**src/rtl/seq_puzzle_pkg.sv**
```systemverilog
// Shared types and constants for the sequence-entry puzzle controller.
package seq_puzzle_pkg;

    typedef enum logic [2:0] {
        StIdle,
        StGen,
        StShow,
        StEntry,
        StCheck,
        StSolved,
        StFailed
    } state_e;

    localparam logic [7:0] DISP_CMD_SHOW = 8'h10;
    localparam logic [7:0] DISP_CMD_IDLE = 8'h00;

    localparam logic [3:0] CODE_0 = 4'b1110;
    localparam logic [3:0] CODE_1 = 4'b1101;
    localparam logic [3:0] CODE_2 = 4'b1011;
    localparam logic [3:0] CODE_3 = 4'b0111;

    function automatic logic [3:0] idx_to_code(input logic [1:0] idx);
        logic [3:0] code;
        unique case (idx)
            2'd0: code = CODE_0;
            2'd1: code = CODE_1;
            2'd2: code = CODE_2;
            default: code = CODE_3;
        endcase
        return code;
    endfunction

endpackage

```
**src/rtl/lfsr16.sv**
```systemverilog
// Free-running 16-bit Galois LFSR (mask 16'hB400), synchronous active-high reset to SEED.
module lfsr16 #(
    parameter logic [15:0] SEED = 16'hACE1
) (
    input  logic        clk_i,
    input  logic        reset_i,
    output logic [15:0] state_o
);

    localparam logic [15:0] Mask = 16'hB400;

    logic [15:0] state_q, state_d;

    always_comb begin
        state_d = {1'b0, state_q[15:1]};
        if (state_q[0]) begin
            state_d = state_d ^ Mask;
        end
    end

    always_ff @(posedge clk_i) begin
        if (reset_i) begin
            state_q <= SEED;
        end else begin
            state_q <= state_d;
        end
    end

    assign state_o = state_q;

endmodule

```
**src/rtl/sequence_puzzle_ctrl.sv**
```systemverilog
// Sequence-entry puzzle controller: generate, show, collect and grade a four-step code.
// Optional entry timeout is compiled in with SEQ_PUZZLE_TIMEOUT_EN.
module sequence_puzzle_ctrl
    import seq_puzzle_pkg::*;
#(
    parameter int unsigned MAX_STRIKES        = 3,
    parameter int unsigned SHOW_SECS          = 2,
    parameter logic [15:0] LFSR_SEED          = 16'hACE1,
    parameter int unsigned ENTRY_TIMEOUT_SECS = 10
) (
    input  logic        clk,
    input  logic        reset,
    input  logic        arm,
    input  logic        one_sec,
    input  logic        button_next,
    input  logic [3:0]  sel_code,
    output logic [15:0] sequence_out,
    output logic [7:0]  display,
    output logic        strike,
    output logic [1:0]  strike_count,
    output logic        solved,
    output logic        failed,
    output logic        busy
);

    localparam logic [1:0]  MaxStrikes = 2'(MAX_STRIKES);
    localparam int unsigned ShowW      = (SHOW_SECS > 1) ? $clog2(SHOW_SECS) : 1;
    localparam logic [ShowW-1:0] ShowLast = ShowW'(SHOW_SECS - 1);

    logic [15:0] lfsr;
    logic [7:0]  lfsr_unused;

    lfsr16 #(
        .SEED (LFSR_SEED)
    ) u_lfsr (
        .clk_i   (clk),
        .reset_i (reset),
        .state_o (lfsr)
    );

    // Only the low byte seeds a sequence.
    assign lfsr_unused = lfsr[15:8];

    state_e           state_q, state_d;
    logic [15:0]      seq_q, seq_d;
    logic [1:0]       step_q, step_d;
    logic             mism_q, mism_d;
    logic [ShowW-1:0] show_cnt_q, show_cnt_d;
    logic [1:0]       strike_cnt_q, strike_cnt_d;
    logic             strike_q, strike_d;
    logic             solved_q, solved_d;
    logic             failed_q, failed_d;
    logic [7:0]       display_q, display_d;
    logic             busy_q, busy_d;

`ifdef SEQ_PUZZLE_TIMEOUT_EN
    localparam int unsigned TmoW = (ENTRY_TIMEOUT_SECS > 1) ? $clog2(ENTRY_TIMEOUT_SECS) : 1;
    localparam logic [TmoW-1:0] TmoLast = TmoW'(ENTRY_TIMEOUT_SECS - 1);
    logic [TmoW-1:0] tmo_cnt_q, tmo_cnt_d;
`else
    logic [31:0] tmo_secs_unused;
    assign tmo_secs_unused = 32'(ENTRY_TIMEOUT_SECS);
`endif

    always_comb begin
        state_d      = state_q;
        seq_d        = seq_q;
        step_d       = step_q;
        mism_d       = mism_q;
        show_cnt_d   = show_cnt_q;
        strike_cnt_d = strike_cnt_q;
        strike_d     = 1'b0;
        solved_d     = solved_q;
        failed_d     = failed_q;
`ifdef SEQ_PUZZLE_TIMEOUT_EN
        tmo_cnt_d    = tmo_cnt_q;
`endif

        unique case (state_q)
            StIdle, StSolved, StFailed: begin
                if (arm) begin
                    strike_cnt_d = '0;
                    solved_d     = 1'b0;
                    failed_d     = 1'b0;
                    state_d      = StGen;
                end
            end
            StGen: begin
                for (int i = 0; i < 4; i++) begin
                    seq_d[4*i +: 4] = idx_to_code(lfsr[2*i +: 2]);
                end
                step_d     = '0;
                mism_d     = 1'b0;
                show_cnt_d = '0;
`ifdef SEQ_PUZZLE_TIMEOUT_EN
                tmo_cnt_d  = '0;
`endif
                state_d    = StShow;
            end
            StShow: begin
                if (one_sec) begin
                    if (show_cnt_q == ShowLast) begin
                        state_d = StEntry;
                    end else begin
                        show_cnt_d = show_cnt_q + 1'b1;
                    end
                end
            end
            StEntry: begin
                // A press wins over a coincident second tick.
                if (button_next) begin
                    mism_d = mism_q | (sel_code != seq_q[{step_q, 2'b00} +: 4]);
`ifdef SEQ_PUZZLE_TIMEOUT_EN
                    tmo_cnt_d = '0;
`endif
                    if (step_q == 2'd3) begin
                        state_d = StCheck;
                    end else begin
                        step_d = step_q + 1'b1;
                    end
                end
`ifdef SEQ_PUZZLE_TIMEOUT_EN
                else if (one_sec) begin
                    if (tmo_cnt_q == TmoLast) begin
                        mism_d  = 1'b1;
                        state_d = StCheck;
                    end else begin
                        tmo_cnt_d = tmo_cnt_q + 1'b1;
                    end
                end
`endif
            end
            StCheck: begin
                if (!mism_q) begin
                    solved_d = 1'b1;
                    state_d  = StSolved;
                end else begin
                    strike_d = 1'b1;
                    if (strike_cnt_q < MaxStrikes) begin
                        strike_cnt_d = strike_cnt_q + 1'b1;
                    end
                    if (strike_cnt_d == MaxStrikes) begin
                        failed_d = 1'b1;
                        state_d  = StFailed;
                    end else begin
                        state_d = StGen;
                    end
                end
            end
            default: state_d = StIdle;
        endcase

        // Registered outputs follow the state being entered.
        display_d = (state_d == StShow) ? DISP_CMD_SHOW : DISP_CMD_IDLE;
        busy_d    = (state_d == StGen) || (state_d == StShow) ||
                    (state_d == StEntry) || (state_d == StCheck);
    end

    always_ff @(posedge clk) begin
        if (reset) begin
            state_q      <= StIdle;
            seq_q        <= '0;
            step_q       <= '0;
            mism_q       <= 1'b0;
            show_cnt_q   <= '0;
            strike_cnt_q <= '0;
            strike_q     <= 1'b0;
            solved_q     <= 1'b0;
            failed_q     <= 1'b0;
            display_q    <= DISP_CMD_IDLE;
            busy_q       <= 1'b0;
`ifdef SEQ_PUZZLE_TIMEOUT_EN
            tmo_cnt_q    <= '0;
`endif
        end else begin
            state_q      <= state_d;
            seq_q        <= seq_d;
            step_q       <= step_d;
            mism_q       <= mism_d;
            show_cnt_q   <= show_cnt_d;
            strike_cnt_q <= strike_cnt_d;
            strike_q     <= strike_d;
            solved_q     <= solved_d;
            failed_q     <= failed_d;
            display_q    <= display_d;
            busy_q       <= busy_d;
`ifdef SEQ_PUZZLE_TIMEOUT_EN
            tmo_cnt_q    <= tmo_cnt_d;
`endif
        end
    end

    assign sequence_out = seq_q;
    assign display      = display_q;
    assign strike       = strike_q;
    assign strike_count = strike_cnt_q;
    assign solved       = solved_q;
    assign failed       = failed_q;
    assign busy         = busy_q;

endmodule

```
**config.mk**
```make
export PLATFORM = sky130hd
export DESIGN_NAME = sequence_puzzle_ctrl
export DESIGN_NICKNAME = d
export VERILOG_FILES = /design/src/rtl/seq_puzzle_pkg.sv /design/src/rtl/lfsr16.sv /design/src/rtl/sequence_puzzle_ctrl.sv
export SDC_FILE = /design/constraint.sdc
export NUM_CORES = 1
export LEC_CHECK = 0
export ABC_AREA = 1
export CORE_MARGIN = 10
export CORE_UTILIZATION = 35
export DETAILED_ROUTE_END_ITERATION = 10
export GPL_ROUTABILITY_DRIVEN = 0
export PLACE_DENSITY_LB_ADDON = 0.15
export SYNTH_ARGS = -nofsm -noshare
export SYNTH_HDL_FRONTEND = slang
export SYNTH_SLANG_ARGS = --single-unit
```
**constraint.sdc**
```tcl
create_clock -name clk -period 1.9 [get_ports clk]
set_input_delay 0.57 -clock clk [delete_from_list [all_inputs] [get_ports clk]]
set_output_delay 0.57 -clock clk [all_outputs]
set_load 0.05 [all_outputs]
```
### Word level (Yosys, flattened, before mapping)

Index checks and enable logic that the tools add are counted.

* flip-flop bits (word level): 53
* input port bits: 9
* output and inout bits: 30
* word-level logic and storage cells: 102

* $add $sub $neg: 3
* magnitude comparators: 1
* equal/unequal tests: 28
* shift-type cells: 1
* muxes and demuxes: 35
* bitwise gates (word level): 3
* reduce and logical (&&, ||, !) cells: 19

Operators by type and width (number)
* 4-bit one-hot mux with 3 select lines: 4
* 3-bit 2-to-1 mux: 7
* 16-bit 2-to-1 mux: 1
* 16-bit by 5-bit indexed part select with 4-bit output: 1
* 3-bit one-hot mux with 5 select lines: 1
* 2-bit 2-to-1 mux: 7
* 2-bit != test, second input constant: 7
* 2-bit equality test, second input constant: 6
* 3-bit by 2-bit equality test with 1-bit output, second input constant: 4
* 3-bit equality test, second input constant: 4
* 3-bit AND reduction: 3
* 2-bit by 1-bit equality test with 1-bit output, second input constant: 4
* 2-bit logical NOT: 4
* 1-bit 2-to-1 mux: 8
* 1-bit one-hot mux with 2 select lines: 4
* 2-bit one-hot mux with 2 select lines: 2
* 3-bit by 1-bit equality test with 1-bit output, second input constant: 2
* 2-bit nonzero test: 3
* 5-bit 2-to-1 mux: 1
* 2-bit by 1-bit adder with 2-bit output, second input constant: 2
* 4-bit != test: 1
* 3-bit NOT with 4-bit output: 1
* 2-bit AND reduction: 2
* 4-bit AND reduction: 1
* 8 further kinds: 10

### Depth between registers and ports, before layout

Gate-level depths: netlist of run 1.

* word-level depth: 12
* depth in mapped cells: 11

### Cells and area by module

From an unflattened synthesis of run 1, not the netlist that was laid out.

* cell total of the unflattened synthesis: 279
* area, all modules: 2068.2 sq um

Modules (own cells, without submodules)
* sequence_puzzle_ctrl: instances 1, cells each 215, area an instance 1496.4 sq um, sequential area each 600.6 sq um
* lfsr16: instances 1, cells each 64, area an instance 571.8 sq um, sequential area each 320.3 sq um

### Worst setup path after synthesis of run 1

Ideal clock, no wire load.

* path type: register to register
* start: reg strike_cnt_q[1], in the netlist strike_count[1]
* end: reg busy_q, in the netlist busy
* arrival time: 1351 ps
* required time: 1787 ps
* setup slack: 437 ps
* cell stages (with the launch flop): 8
* buffers on the path: 0
* period minus slack after synthesis: 1463 ps
* path through: dfxtp_1 -> inv_1 -> o21ai_0 -> nand3_1 -> nor2_2 -> nand2_1 -> nor2_1 -> nor2_1

* cells in the longest elaborated chain, start to end: 12

Ends and longest elaborated chain
* from (decl): line sequence_puzzle_ctrl.sv:49 `logic [1:0] strike_cnt_q, strike_cnt_d;`
* from (signal assigned): line sequence_puzzle_ctrl.sv:181 `strike_cnt_q <= strike_cnt_d;`
* 2-bit by 1-bit adder with 2-bit output or 2-bit < comparator (tied branches): line sequence_puzzle_ctrl.sv:140, sequence_puzzle_ctrl.sv:139
* 2-bit 2-to-1 mux *: line sequence_puzzle_ctrl.sv:139 `if (strike_cnt_q < MaxStrikes) begin`
* 2-bit 2-to-1 mux *: line sequence_puzzle_ctrl.sv:134 `if (!mism_q) begin`
* 2-bit 2-to-1 mux *: line sequence_puzzle_ctrl.sv:79 `unique case (state_q)`
* 2-bit equality test *: line sequence_puzzle_ctrl.sv:142 `if (strike_cnt_d == MaxStrikes) begin`
* 3-bit 2-to-1 mux *: line sequence_puzzle_ctrl.sv:142
* 3-bit 2-to-1 mux *: line sequence_puzzle_ctrl.sv:134
* 3-bit one-hot mux with 5 select lines *: line sequence_puzzle_ctrl.sv:79
* 3-bit by 1-bit equality test with 1-bit output or 3-bit by 2-bit equality test with 1-bit output (tied branches): line sequence_puzzle_ctrl.sv:155 `busy_d = (state_d == StGen) || (state_d == StShow) ||`
* 1-bit logical OR (2 in series): line sequence_puzzle_ctrl.sv:155
* 1-bit logical OR *: line sequence_puzzle_ctrl.sv:156 `(state_d == StEntry) || (state_d == StCheck);`
* to (signal assigned): line sequence_puzzle_ctrl.sv:186 `busy_q <= busy_d;`
* to (decl): line sequence_puzzle_ctrl.sv:54 `logic busy_q, busy_d;`

Every way passes the cells marked *; elsewhere a longest branch is shown, timed or not. The select of a mux whose other input is x is not followed.
A chain may end at the register's enable or synchronous reset.

### Worst setup path in the final report of run 1

* start: in button_next
* end: reg busy_q, in the netlist busy

* cells in the longest elaborated chain, start to end: 6

Ends and longest elaborated chain
* from (decl): line sequence_puzzle_ctrl.sv:15 `input logic button_next,`
* 3-bit 2-to-1 mux *: line sequence_puzzle_ctrl.sv:111 `if (button_next) begin`
* 3-bit one-hot mux with 5 select lines *: line sequence_puzzle_ctrl.sv:79
* 3-bit by 1-bit equality test with 1-bit output or 3-bit by 2-bit equality test with 1-bit output (tied branches): line sequence_puzzle_ctrl.sv:155
* 1-bit logical OR (2 in series): line sequence_puzzle_ctrl.sv:155
* 1-bit logical OR *: line sequence_puzzle_ctrl.sv:156

Every way passes the cells marked *; elsewhere a longest branch is shown, timed or not.

==> results.txt, run 1 <==
R2R depth: 9
Num CTS Buffers: 5
Cell row count: 26
Die Wd: 94.10 microns
Dpl hpwl: 3403 microns
Final Cycle Share: 82.38%
YS warnings: 0
Max FO, Critical Path: 3
Critical Path Start: button_next
DRC: 0
Area growth, synth to finish: 24.54%
CTS clk-pin slew, worst paths: 80 ps
Mapped Avg Cell Area: 7.507 sq um
Minimum clock period: 1565 ps
Hold Crit Class: reg2reg
Via count: 1669
Layout fillers: 545
Post-Syn Instances: 256
DR pass1 iterations: 5
Setup TNS: 0 ps
Crit path to: busy$_SDFF_PP0_
Post-cts sizing count: 0
Hold Path Stages: 2
Final Net Count: 301
Post-route ant nets: 0
FF-to-FF setup slack: 340 ps
CP cell instances: clkdlybuf4s50_1 > inv_1 > o21ai_1 > nand3_1 > nor2_2 > nand2_1 > nand2_1 > nand2_1 > nor2_1
Pleak: 1.078 nW
Pin count of the biggest net entering global routing: 35
Htree depth: 2
Netlist cell types: 29
Routed len/inst: 12.49 microns
Final Max Tran Viols: 0
Proportion of layout cells with a drive suffix above 1: 16.78%
First-pass GRT wire length: 7327 microns
RR Startpoint: step_q[1]$_SDFFE_PP0P_
PwrDens: 1090 nW/um^2
Core Box Area: 5205 sq um
Clock latency on the worst-skew pair: 300 ps
Outcome: finished clean
Slowest Stage Delay on Critical Path: 450 ps
Post-CTS setup buffer count: 0
Crit path depth: 9
Clk sinks: 46
Register bit total from synthesis: 46
Critical path launch point type: input pin
Finished Core Util: 45.99%
Top cell by count, worst path: nand2_1
RR Endpoint: busy$_SDFF_PP0_
RSZ-0062 raised after global routing: false
F_max: 0.6389 GHz
Synth Cell Area: 1922 sq um
Die area: 8855 sq um
Share of the synthesized area in the top cell type: 47.92%
WHS: 411.4 ps
Worst Skew: 6.399 ps
Setup crit end kind: flip-flop
Delay-heaviest family, CP: simple AND/OR/NAND/NOR gates
Req. time, crit path: 2140 ps
Total GRT Usage: 10.43%
Yosys top cell by area: dfxtp_1
Initial antenna violation count: 0
Hold_buf cts: 0
Post-DR vias/cell: 4.610
Max Cap Violations: 0
Vias in the first global route: 1488
Peak supply drop: 0.6647 mV
Top post-synthesis cells by area: dfxtp_1 (48%), nand2_1 (10%), o21ai_0 (5.7%)
Sequential fraction of the synthesis area: 47.92%
Top Ports: 39
Die H: 94.10 microns
Cell at the root of the clock tree: clkbuf_8
Number of port buffers: 31
Final Setup Violations: 0
Antenna fix cells: 0
Initial core utilization: 36.92%
Crit path DAT: 1810 ps
CTS tree: yes
Drt total wl: 4520 microns
Maximum clock path buffer count: 2
Critical path class: in2reg
Critical path buffers and inverters: 2
Final hold vios: 0
Slowest CP cell: clkdlybuf4s50_1
Initial DRC Count: 115
Grt total ovfl: 0
## area by class of cell
cell class | instances | area [sq um] | share of cell area (%)
well taps | 70 | 87.58 | 3.659
clock inverters | 3 | 43.79 | 1.830
flip-flops and latches | 46 | 920.9 | 38.47
multi-input cells | 170 | 820.8 | 34.29
clock buffers | 5 | 68.82 | 2.875
inverters | 31 | 116.4 | 4.861
repair buffers | 37 | 335.3 | 14.01
## stage by stage
stage / cell area [sq um] / power [mW] / worst slack [ps] / std cells
3_5_place_dp: 2281 / 1.903 / 40.98 / 354
5_1_grt: 2394 / 2.758 / 123.3 / 362
6_report: 2394 / 2.609 / 334.8 / 362
2_1_floorplan: 1944 / 1.685 / 436.5 / 262
3_3_place_gp: 2281 / 1.899 / 72.28 / 354
4_1_cts: 2394 / 2.644 / 344.3 / 362
## Yosys cell counts (all sizes together)
cell type  instances
buf               10
ha                 1
or2                2
nand3             18
o211ai             1
nand3b             3
clkbuf             5
conb               1
nand2             53
clkinv             1
xnor2              1
nor2              26
nor3               3
inv               30
dfxtp             46
nand4              1
o21ai             26
and2               1
a21oi             11
a31oi             16
## worst min-delay path: stages (launching register included)
cell and delay, ps:
dfxtp_1 300, inv_1 40, nor2_1 30
## flip-flops by register name (all words and copies together) (netlist names)
name            flops
failed              1
show_cnt_q          1
strike_count        2
solved              1
sequence_out       16
step_q              2
display             1
u_lfsr.state_o     16
busy                1
mism_q              1
strike              1
state_q             3
## kinds of logic after synthesis
logic type / after synthesis / share of synthesized area, %
simple gates: 107 / 24.81
compound gates: 54 / 15.43
flops: 46 / 47.92
buf+inv: 46 / 10.55
fa+ha+maj: 1 / 0.6509
xor+xnor: 1 / 0.4558
other cells: 1 / 0.1951
## how the worst min path moves through the flow
stage | slack (ps) | end | from
finish | 410 | u_lfsr.state_o[9]$_SDFF_PP0_ | u_lfsr.state_o[10]$_SDFF_PP1_
global route | 430 | u_lfsr.state_o[9]$_SDFF_PP0_ | u_lfsr.state_o[10]$_SDFF_PP1_
CTS | 410 | u_lfsr.state_o[8]$_SDFF_PP0_ | u_lfsr.state_o[9]$_SDFF_PP0_
detailed placement | 400 | u_lfsr.state_o[8]$_SDFF_PP0_ | u_lfsr.state_o[9]$_SDFF_PP0_
global placement | 400 | u_lfsr.state_o[7]$_SDFF_PP1_ | u_lfsr.state_o[8]$_SDFF_PP0_
floorplan | 390 | u_lfsr.state_o[14]$_SDFF_PP0_ | u_lfsr.state_o[15]$_SDFF_PP1_
## where the power goes
group	leakage, nW	total [mW]	switching [mW]	internal (mW)
combinational	0.640	0.733	0.504	0.229
clock	0.0585	0.735	0.341	0.394
sequential	0.379	1.14	0.0762	1.07
## metal layers
| metal | up-vias | routed length [microns] | global-route usage [%] |
|---|---|---|---|
| li1 | 893 | - | - |
| met1 | 729 | 2195 | 13.66 |
| met2 | 40 | 2025 | 15.84 |
| met3 | 7 | 252 | 3.437 |
| met4 | 0 | 46 | 3.038 |
| met5 | - | 0 | 0 |
## cell usage in the layout, fill, tap and decap left out
| cell | netlist | layout |
|---|---|---|
| nand2_1 | 52 | 52 |
| dfxtp_1 | 46 | 46 |
| inv_1 | 27 | 27 |
| buf_4 | 7 | 26 |
| nor2_1 | 24 | 24 |
| o21ai_0 | 22 | 22 |
| nand3_1 | 17 | 17 |
| a31oi_1 | 16 | 16 |
| a21oi_1 | 11 | 11 |
| clkdlybuf4s50_1 | 0 | 8 |
| conb_1 | 1 | 7 |
| clkbuf_8 | 0 | 5 |
| inv_2 | 3 | 3 |
| o21ai_1 | 3 | 3 |
| nand3b_1 | 3 | 3 |
| buf_12 | 0 | 3 |
| or2_2 | 2 | 2 |
| nor3_2 | 2 | 2 |
| xnor2_1 | 1 | 1 |
| nand4_1 | 1 | 1 |
| nand2_2 | 1 | 1 |
| nor2_4 | 1 | 1 |
| nand3_2 | 1 | 1 |
| o21ai_2 | 1 | 1 |
| and2_1 | 1 | 1 |
| nor2_2 | 1 | 1 |
| o211ai_1 | 1 | 1 |
| clkinv_1 | 1 | 1 |
| nor3_1 | 1 | 1 |
| ha_1 | 1 | 1 |
| clkinv_2 | 0 | 1 |
| bufinv_16 | 0 | 1 |
| inv_6 | 0 | 1 |
Power figures use the tool's default switching activity.
==> run 2: changes to the inputs <==
clock period = 1.6 ns   (was 1.9 ns; I/O delays follow)
==> results.txt, run 2 (same netlist as run 1, synthesis figures left out) <==
Outcome: finished clean
Crit path DAT: 1630 ps
F_max: 0.6909 GHz
Worst Skew: 3.058 ps
Maximum clock path buffer count: 2
CP cell instances: clkdlybuf4s50_1 > inv_1 > nor3_2 > nand2_1 > o211ai_1 > inv_1 > nand2_1 > nor2_1
Switch Pwr: 1.115 mW
Die Wd: 94.10 microns
Tot Pwr: 3.169 mW
Post-DR vias/cell: 4.663
Area growth, synth to finish: 40.10%
Htree depth: 2
First-pass GRT wire length: 7410 microns
Setup WS post-layout: 152.7 ps
Max FO, Critical Path: 3
Final Net Count: 307
Num CTS Buffers: 5
DR pass1 iterations: 4
Pleak: 1.165 nW
Layout fillers: 508
Placement Setup Slack: -170.1 ps
Post-route ant nets: 0
Clk sinks: 46
Commonest non-fill, non-tap cell in the layout: nand2_1
Setup crit end kind: flip-flop
Internal: 2.054 mW
Max Cap Violations: 0
Post-CTS setup buffer count: 0
Comb power frac: 34.2%
RSZ-0062 raised after global routing: false
Most frequent cells in the layout: nand2_1 (52), dfxtp_1 (45), inv_1 (27)
Part of the power in registers: 44.2%
Antenna fix cells: 0
Critical path launch point type: input pin
Cell at the root of the clock tree: clkbuf_8
Die area: 8855 sq um
Initial core utilization: 36.92%
Final Setup Violations: 0
Req. time, crit path: 1780 ps
Dpl hpwl: 3464 microns
Final hold vios: 0
Hold Crit Class: reg2reg
PwrDens: 1177 nW/um^2
Vias in the first global route: 1523
Peak supply drop: 0.7749 mV
Clock share of power: 21.6%
Initial antenna violation count: 0
Slowest Stage Delay on Critical Path: 460 ps
Number of port buffers: 31
Proportion of layout cells with a drive suffix above 1: 18.79%
Grt total ovfl: 0
Setup TNS: 0 ps
Die H: 94.10 microns
CTS clk-pin slew, worst paths: 80 ps
DRC: 0
Critical path buffers and inverters: 3
Minimum clock period: 1447 ps
Cell total after placement: 360
Switching share of power: 35.18%
Top Ports: 39
Drt total wl: 4524 microns
Clock latency on the worst-skew pair: 290 ps
Cell row count: 26
CTS tree: yes
Critical path class: in2reg
Via count: 1716
Hold_buf cts: 0
Final Cycle Share: 90.46%
Total GRT Usage: 10.37%
Non-Filler Instances: 368
Slowest CP cell: clkdlybuf4s50_1
Routed len/inst: 12.29 microns
Delay-heaviest family, CP: buffers and inverters
Core Box Area: 5205 sq um
Pin count of the biggest net entering global routing: 35
Final Max Tran Viols: 0
Initial DRC Count: 68
-- run 2: power groups by stage --
stage / Sequential, mW / Combinational (mW) / Clock [mW]
2_1_floorplan: 1.64 / 0.366 / 0
3_3_place_gp: 1.43 / 1.08 / 0
3_5_place_dp: 1.43 / 1.09 / 0
4_1_cts: 1.40 / 1.09 / 0.714
5_1_grt: 1.42 / 1.16 / 0.770
6_report: 1.40 / 1.08 / 0.684
-- run 2: layout make-up --
cell class	instances	area, sq um	share of cell area (%)
Timing Repair Buffer	43	655.6	24.35
Sequential cell	46	922.1	34.25
Clock buffer	6	72.57	2.695
Clock inverter	2	13.76	0.5112
Inverter	31	116.4	4.322
Multi-Input combinational cell	170	824.5	30.62
Tap cell	70	87.58	3.253
-- run 2: tightest hold or removal path, cell delays in order, from the launching register on --
cell and delay [ps]:
dfxtp_1 300, inv_1 40, nor2_1 30
-- run 2: metrics by stage --
stage	area [sq um]	hold WS [ps]	util, %
6_report	2693	408.7	51.73
5_1_grt	2693	432.5	51.73
4_1_cts	2688	410.6	51.63
3_5_place_dp	2601	396.4	49.98
3_3_place_gp	2601	389.8	49.98
2_1_floorplan	1944	388.3	-
-- run 2: path summary, 6_finish.rpt --
check | startpoint | end | slack, ps | cells after the start
setup / recovery | button_next | display[4]$_SDFF_PP0_ | 150 | 8
hold / removal | u_lfsr.state_o[15]$_SDFF_PP1_ | u_lfsr.state_o[14]$_SDFF_PP0_ | 410 | 2
setup reg to reg | state_q[1]$_SDFF_PP0_ | busy$_SDFF_PP0_ | 180 | 8
hold reg to reg | u_lfsr.state_o[15]$_SDFF_PP1_ | u_lfsr.state_o[14]$_SDFF_PP0_ | 410 | 2
-- run 2: repair_timing --
item / 4_1_cts / 5_1_grt
setup endpoints to repair: 0 / 2
endpoints found under the hold margin: 0 / 0
resized for setup: 0 / 2
-- run 2: per-layer routing --
layer,share of wire (%),GRT usage [%],vias to the layer above
li1,-,-,906
met1,48,13.58,776
met2,46,15.96,32
met3,5.3,3.197,2
met4,0.71,2.911,0
met5,0,0,-
